===== src/rtl/index_dispatch_buffer_if.sv =====
// Handshake bundle for index_dispatch_buffer: encoded request in, one-hot lanes out.
// The master modport is the surrounding environment, which is both producer and consumers.
interface index_dispatch_buffer_if #(
  parameter int N     = 4,
  parameter int DATAW = 32,
  parameter int LN    = (N > 1) ? $clog2(N) : 1
);
  logic             valid_in;
  logic [LN-1:0]    index_in;
  logic [DATAW-1:0] data_in;
  logic             ready_in;
  logic [N-1:0]     valid_out;
  logic [DATAW-1:0] data_out;
  logic [N-1:0]     ready_out;

  modport master (
    output valid_in, index_in, data_in, ready_out,
    input  ready_in, valid_out, data_out
  );
  modport slave (
    input  valid_in, index_in, data_in, ready_out,
    output ready_in, valid_out, data_out
  );
endinterface


===== src/rtl/index_dispatch_buffer.sv =====
// Index-to-one-hot dispatch with a main+skid elastic buffer; ready_in is purely registered.
// Entries hold the destination as a one-hot vector so valid_out comes straight from a flop.

module index_dispatch_lane #(
  parameter int LN   = 2,
  parameter int LANE = 0,
  parameter bit ANY  = 1'b0
) (
  input  logic [LN-1:0] idx,
  input  logic          head,
  input  logic          rdy,
  output logic          sel,
  output logic          fire
);
  assign sel  = ANY ? 1'b1 : (idx == LN'(LANE));
  assign fire = head & rdy;
endmodule

module index_dispatch_buffer #(
  parameter int N     = 4,
  parameter int DATAW = 32,
  parameter int CNTW  = 16
) (
  input  logic                   clk,
  input  logic                   reset_n,
  index_dispatch_buffer_if.slave bus,
  output logic                   err_out,
  output logic [CNTW-1:0]        drop_count
);
  localparam int LN = (N > 1) ? $clog2(N) : 1;

  logic [N-1:0]     main_oh_q, main_oh_d, skid_oh_q, skid_oh_d;
  logic [N-1:0]     in_oh, lane_fire;
  logic [DATAW-1:0] main_data_q, main_data_d, skid_data_q, skid_data_d;
  logic             err_q, err_d;
  logic [CNTW-1:0]  cnt_q, cnt_d;
  logic             main_valid, skid_valid, in_fire, store, drop, out_fire;

  for (genvar i = 0; i < N; i++) begin : g_lane
    index_dispatch_lane #(.LN(LN), .LANE(i), .ANY(N == 1)) u_lane (
      .idx  (bus.index_in),
      .head (main_oh_q[i]),
      .rdy  (bus.ready_out[i]),
      .sel  (in_oh[i]),
      .fire (lane_fire[i])
    );
  end

  assign main_valid = |main_oh_q;
  assign skid_valid = |skid_oh_q;
  assign out_fire   = |lane_fire;
  assign in_fire    = bus.valid_in & ~skid_valid;
  // An out-of-range index decodes to no lane at all, which is what marks it for dropping.
  assign store      = in_fire & (|in_oh);
  assign drop       = in_fire & ~(|in_oh);

  always_comb begin
    main_oh_d   = main_oh_q;
    main_data_d = main_data_q;
    skid_oh_d   = skid_oh_q;
    skid_data_d = skid_data_q;
    if (out_fire) begin
      if (skid_valid) begin
        main_oh_d   = skid_oh_q;
        main_data_d = skid_data_q;
        skid_oh_d   = store ? in_oh : '0;
        skid_data_d = bus.data_in;
      end else if (store) begin
        main_oh_d   = in_oh;
        main_data_d = bus.data_in;
      end else begin
        main_oh_d   = '0;
      end
    end else if (store) begin
      if (!main_valid) begin
        main_oh_d   = in_oh;
        main_data_d = bus.data_in;
      end else begin
        skid_oh_d   = in_oh;
        skid_data_d = bus.data_in;
      end
    end
    err_d = drop;
    cnt_d = (drop && !(&cnt_q)) ? cnt_q + CNTW'(1) : cnt_q;
  end

  always_ff @(posedge clk or negedge reset_n) begin
    if (!reset_n) begin
      main_oh_q <= '0;
      skid_oh_q <= '0;
      err_q     <= 1'b0;
      cnt_q     <= '0;
    end else begin
      main_oh_q <= main_oh_d;
      skid_oh_q <= skid_oh_d;
      err_q     <= err_d;
      cnt_q     <= cnt_d;
    end
  end

  // Payload is qualified by the one-hot vectors, so it needs no reset.
  always_ff @(posedge clk) begin
    main_data_q <= main_data_d;
    skid_data_q <= skid_data_d;
  end

  assign bus.ready_in  = ~skid_valid;
  assign bus.valid_out = main_oh_q;
  assign bus.data_out  = main_data_q;
  assign err_out       = err_q;
  assign drop_count    = cnt_q;

  a_onehot: assert property (@(posedge clk) disable iff (!reset_n) $onehot0(main_oh_q));
  a_stable: assert property (@(posedge clk) disable iff (!reset_n)
    (main_valid && !out_fire) |=> ($stable(bus.data_out) && $stable(bus.valid_out)));
  a_skid:   assert property (@(posedge clk) disable iff (!reset_n) skid_valid |-> main_valid);
endmodule


===== src/flat_wrapper.sv =====
// flat-port wrapper written by rule: the top's interface ports become plain ports
module index_dispatch_buffer_flat 
#(
  parameter int N     = 4,
  parameter int DATAW = 32,
  parameter int CNTW  = 16
)
  (clk, reset_n, err_out, drop_count, bus_valid_in, bus_index_in, bus_data_in, bus_ready_out, bus_ready_in, bus_valid_out, bus_data_out);
  index_dispatch_buffer_if #(.N(N), .DATAW(DATAW)) bus_i ();
  input  logic clk;
  input  logic reset_n;
  output logic err_out;
  output logic [CNTW-1:0] drop_count;
  input wire logic [$bits(bus_i.valid_in)-1:0] bus_valid_in;
  input wire logic [$bits(bus_i.index_in)-1:0] bus_index_in;
  input wire logic [$bits(bus_i.data_in)-1:0] bus_data_in;
  input wire logic [$bits(bus_i.ready_out)-1:0] bus_ready_out;
  output wire logic [$bits(bus_i.ready_in)-1:0] bus_ready_in;
  output wire logic [$bits(bus_i.valid_out)-1:0] bus_valid_out;
  output wire logic [$bits(bus_i.data_out)-1:0] bus_data_out;
  assign bus_i.valid_in = bus_valid_in;
  assign bus_i.index_in = bus_index_in;
  assign bus_i.data_in = bus_data_in;
  assign bus_i.ready_out = bus_ready_out;
  assign bus_ready_in = bus_i.ready_in;
  assign bus_valid_out = bus_i.valid_out;
  assign bus_data_out = bus_i.data_out;
  index_dispatch_buffer #(.N(N), .DATAW(DATAW), .CNTW(CNTW)) u_core (.clk(clk), .reset_n(reset_n), .bus(bus_i), .err_out(err_out), .drop_count(drop_count));
endmodule

===== config.mk =====
export PLATFORM = sky130hd
export DESIGN_NAME = index_dispatch_buffer_flat
export DESIGN_NICKNAME = d
export VERILOG_FILES = /design/src/rtl/index_dispatch_buffer_if.sv /design/src/rtl/index_dispatch_buffer.sv /design/src/flat_wrapper.sv
export SDC_FILE = /design/constraint.sdc
export NUM_CORES = 1
export LEC_CHECK = 0
export CORE_ASPECT_RATIO = 0.8
export CORE_MARGIN = 2
export CORE_UTILIZATION = 45
export CTS_CLUSTER_DIAMETER = 150
export CTS_CLUSTER_SIZE = 28
export DETAILED_ROUTE_END_ITERATION = 7
export PLACE_DENSITY_LB_ADDON = 0.3
export SLEW_MARGIN = 25
export SYNTH_ARGS = -nofsm -noshare
export SYNTH_HDL_FRONTEND = slang
export SYNTH_SLANG_ARGS = --single-unit
export TNS_END_PERCENT = 10

===== constraint.sdc =====
create_clock -name clk -period 7 [get_ports clk]
set_clock_uncertainty 0.2 [all_clocks]
set_input_delay 1.75 -clock clk [delete_from_list [all_inputs] [get_ports clk]]
set_output_delay 1.75 -clock clk [all_outputs]
set_load 0.005 [all_outputs]

==> impl_metrics.env <==
export IMPL_ys_ff_latch=89
export IMPL_drive_gt1_share_pct=19.9
export IMPL_holdCritPathClass="reg -> reg"
export IMPL_synth_cells=185
export IMPL_antenna_cells=0
export IMPL_cts_root_buf="clkbuf_8"
export IMPL_post_route_util_pct=61.9
export IMPL_cp_start_kind="primary input"
export IMPL_syn_nets=226
export IMPL_finalCriticalPeriod_ns=4.44
export IMPL_tns_ns=0
export IMPL_std_cell_rows=28
export IMPL_antenna_found_initial=0
export IMPL_avgViaCountPerCell=4.80
export IMPL_setup_violations=0
export IMPL_combPwrFrac_pct=39.2
export IMPL_die_y_um=81.9
export IMPL_synth_area_um2=3410
export IMPL_route_detailed_drc=0
export IMPL_routed_wl_um=5820
export IMPL_worstSetupPathType="in -> reg"
export IMPL_cts_sinks=89
export IMPL_first_pass_iters=4
export IMPL_die_w_um=101
export IMPL_path_max_fanout=32
export IMPL_drv_cap=0
export IMPL_ios=95
export IMPL_stdcell_count=377
export IMPL_seq_area_frac_synth_pct=74.6
export IMPL_yosys_area_top_type="edfxtp_1"
export IMPL_gp_congestion=0.821
export IMPL_drtAntennaViolNets=0
export IMPL_hold_buffers=0
export IMPL_first_global_vias=1753
export IMPL_hold_viol=0
export IMPL_synthDistinctLibCells=25
export IMPL_netlist_area_leader_share_pct=56.3
export IMPL_post_cts_setup_buffer_count=0
export IMPL_ys_warn_count=0
export IMPL_track_usage_pct=14.4
export IMPL_vdd_ir_drop_max_uv=291
export IMPL_overflow=0
export IMPL_required_ns=6.77
export IMPL_fmax_ghz=0.225
export IMPL_cts_max_path_buffers=2
export IMPL_pwr_share_clk_pct=14.5
export IMPL_cts_tree="done"
export IMPL_global_route_usage_met1_pct=18.6
export IMPL_finalCritPeriodShare_pct=63.4
export IMPL_syn_area_per_cell_um2=18.5
export IMPL_grt_pass1_wl_um=8810
export IMPL_grtUsageMet3_pct=5.62
export IMPL_p_int_mw=1.49
export IMPL_p_seq_share_pct=46.2
export IMPL_slew_headroom_pct=40.0
export IMPL_dp_cells=360
export IMPL_critical_path_endpoint_type="register"
export IMPL_grt_busiest_layer="met2"
export IMPL_ys_top_cells_by_area="edfxtp_1 56%, dfrtp_1 18%, mux2_4 13%"
export IMPL_leakage_nw=1.71
export IMPL_cts_htree_levels=3
export IMPL_timing_final_max_slew_violations=0
export IMPL_path_clk_slew_ns=0.08
export IMPL_grt_use_met2_pct=22.7
export IMPL_status="finished, final reports clean"
export IMPL_io_buffer_count=94
export IMPL_dp_hpwl_um=4140
export IMPL_grt_max_degree=33
export IMPL_drt_wirelength_per_cell_um=15.4
export IMPL_fp_coreArea_um2=7390
export IMPL_area_growth_syn_to_layout_pct=34.1
export IMPL_fp_dieArea_um2=8300
export IMPL_worstPathArrival_ns=4.20
export IMPL_cts_buffers=9
export IMPL_drt_iter0_drc=111
export IMPL_initial_core_util_pct=46.2
export IMPL_clk_latency_ns=0.34
export IMPL_power_mw=2.14
export IMPL_powerDensity_nw_per_um2=468
export IMPL_vias=1810
export IMPL_rsz0062_at_grt="no"
export IMPL_switching_power_mw=0.650
export IMPL_tightest_slew_ns=0.900
export IMPL_nets=308
export IMPL_cts_resized=0
export IMPL_switching_share_pct=30.3
logic make-up (layout without fill, tap and decap cells):
| kind of cell | count (synthesis) | count (layout) | share of synthesized area [%] |
|---|---|---|---|
| buf+inv | 28 | 115 | 4.22 |
| simple gates | 18 | 18 | 3.08 |
| mux | 32 | 32 | 13.7 |
| compound gates | 17 | 17 | 4.22 |
| flops | 89 | 89 | 74.6 |
| other cells | 1 | 1 | 0.110 |
registers in the layout (all words and copies together) (netlist names):
signal	flops
u_core.bus.valid_out	4
u_core.skid_oh_q	4
u_core.drop_count	16
u_core.bus.data_out	32
u_core.skid_data_q	32
u_core.err_out	1
path summary, 6_finish.rpt:
| kind | from | to | slack [ns] | cells past startpoint |
|---|---|---|---|---|
| min in group asynchronous | reset_n | u_core.drop_count[12] | 1.17 | 1 |
| max in group asynchronous | reset_n | u_core.err_out | 5.07 | 1 |
| worst min-delay path | u_core.drop_count[6] | u_core.drop_count[6] | 0.18 | 0 |
| worst max-delay path | bus_ready_out[1] | u_core.bus.data_out[1] | 2.56 | 5 |
| worst min register to register | u_core.drop_count[6] | u_core.drop_count[6] | 0.18 | 0 |
| worst max register to register | u_core.bus.valid_out[1] | u_core.bus.data_out[1] | 3.98 | 4 |
through the flow:
stage / hold WS, ns / cell area, um^2 / setup slack, ns
final: 0.180 / 4580 / 2.56
after global routing: 0.195 / 4580 / 2.39
after CTS: 0.186 / 4550 / 2.51
after detailed placement: 0.167 / 4370 / 2.14
after global placement: 0.165 / 4370 / 2.25
after floorplan: 0.252 / 3410 / 2.19
cells in the final DEF, fill, tap and decap left out, types with 2 or more instances in the layout:
cell type        count
mux2_2               3
clkbuf_8            10
o31ai_1              4
mux2_4              29
edfxtp_1            64
nand2_1              4
clkdlybuf4s50_1     93
a22oi_1              2
nand3_1              9
inv_1                3
o221ai_1             4
clkinv_4             2
a41oi_1              3
dfrtp_1             25
power by group through the flow:
stage / Sequential [mW] / Combinational [mW] / Clock (mW)
after floorplan: 1.00 / 0.462 / 0
after global placement: 0.998 / 0.794 / 0
after detailed placement: 1.01 / 0.816 / 0
after CTS: 0.998 / 0.818 / 0.322
after global routing: 1.01 / 0.907 / 0.349
final: 0.991 / 0.841 / 0.311
worst max-delay path, stage by stage:
cell             delay [ns]
clkdlybuf4s50_1        0.46
a22oi_1                0.26
a21oi_4                0.50
buf_4                  0.47
a31o_2                 0.75
synthesized netlist by cell type, drive strengths merged:
master / number
a22oi: 2
a31o: 1
buf: 8
nand3b: 1
mux2: 32
a21oi: 1
edfxtp: 64
a31oi: 1
o22ai: 1
o31ai: 4
dfrtp: 25
conb: 1
nand2: 4
inv: 3
a41oi: 3
o221ai: 4
nand3: 9
nor2: 1
and2: 1
clkbuf: 17
nor4: 2
final cells by class:
type | instances | area (um^2)
Timing Repair Buffer | 96 | 971
Multi-Input combinational cell | 68 | 736
Fill cell | 538 | 2820
Sequential cell | 89 | 2550
Clock buffer | 11 | 141
Tap cell | 105 | 131
Clock inverter | 5 | 37.5
Inverter | 3 | 11.3
routing by layer:
| layer | up-vias | share of wire (%) |
|---|---|---|
| met5 | - | 0 |
| met4 | 0 | 0.72 |
| met3 | 5 | 5.6 |
| met2 | 50 | 51 |
| met1 | 898 | 43 |
| li1 | 857 | - |
Note: power is estimated with default switching activity, not from simulation.
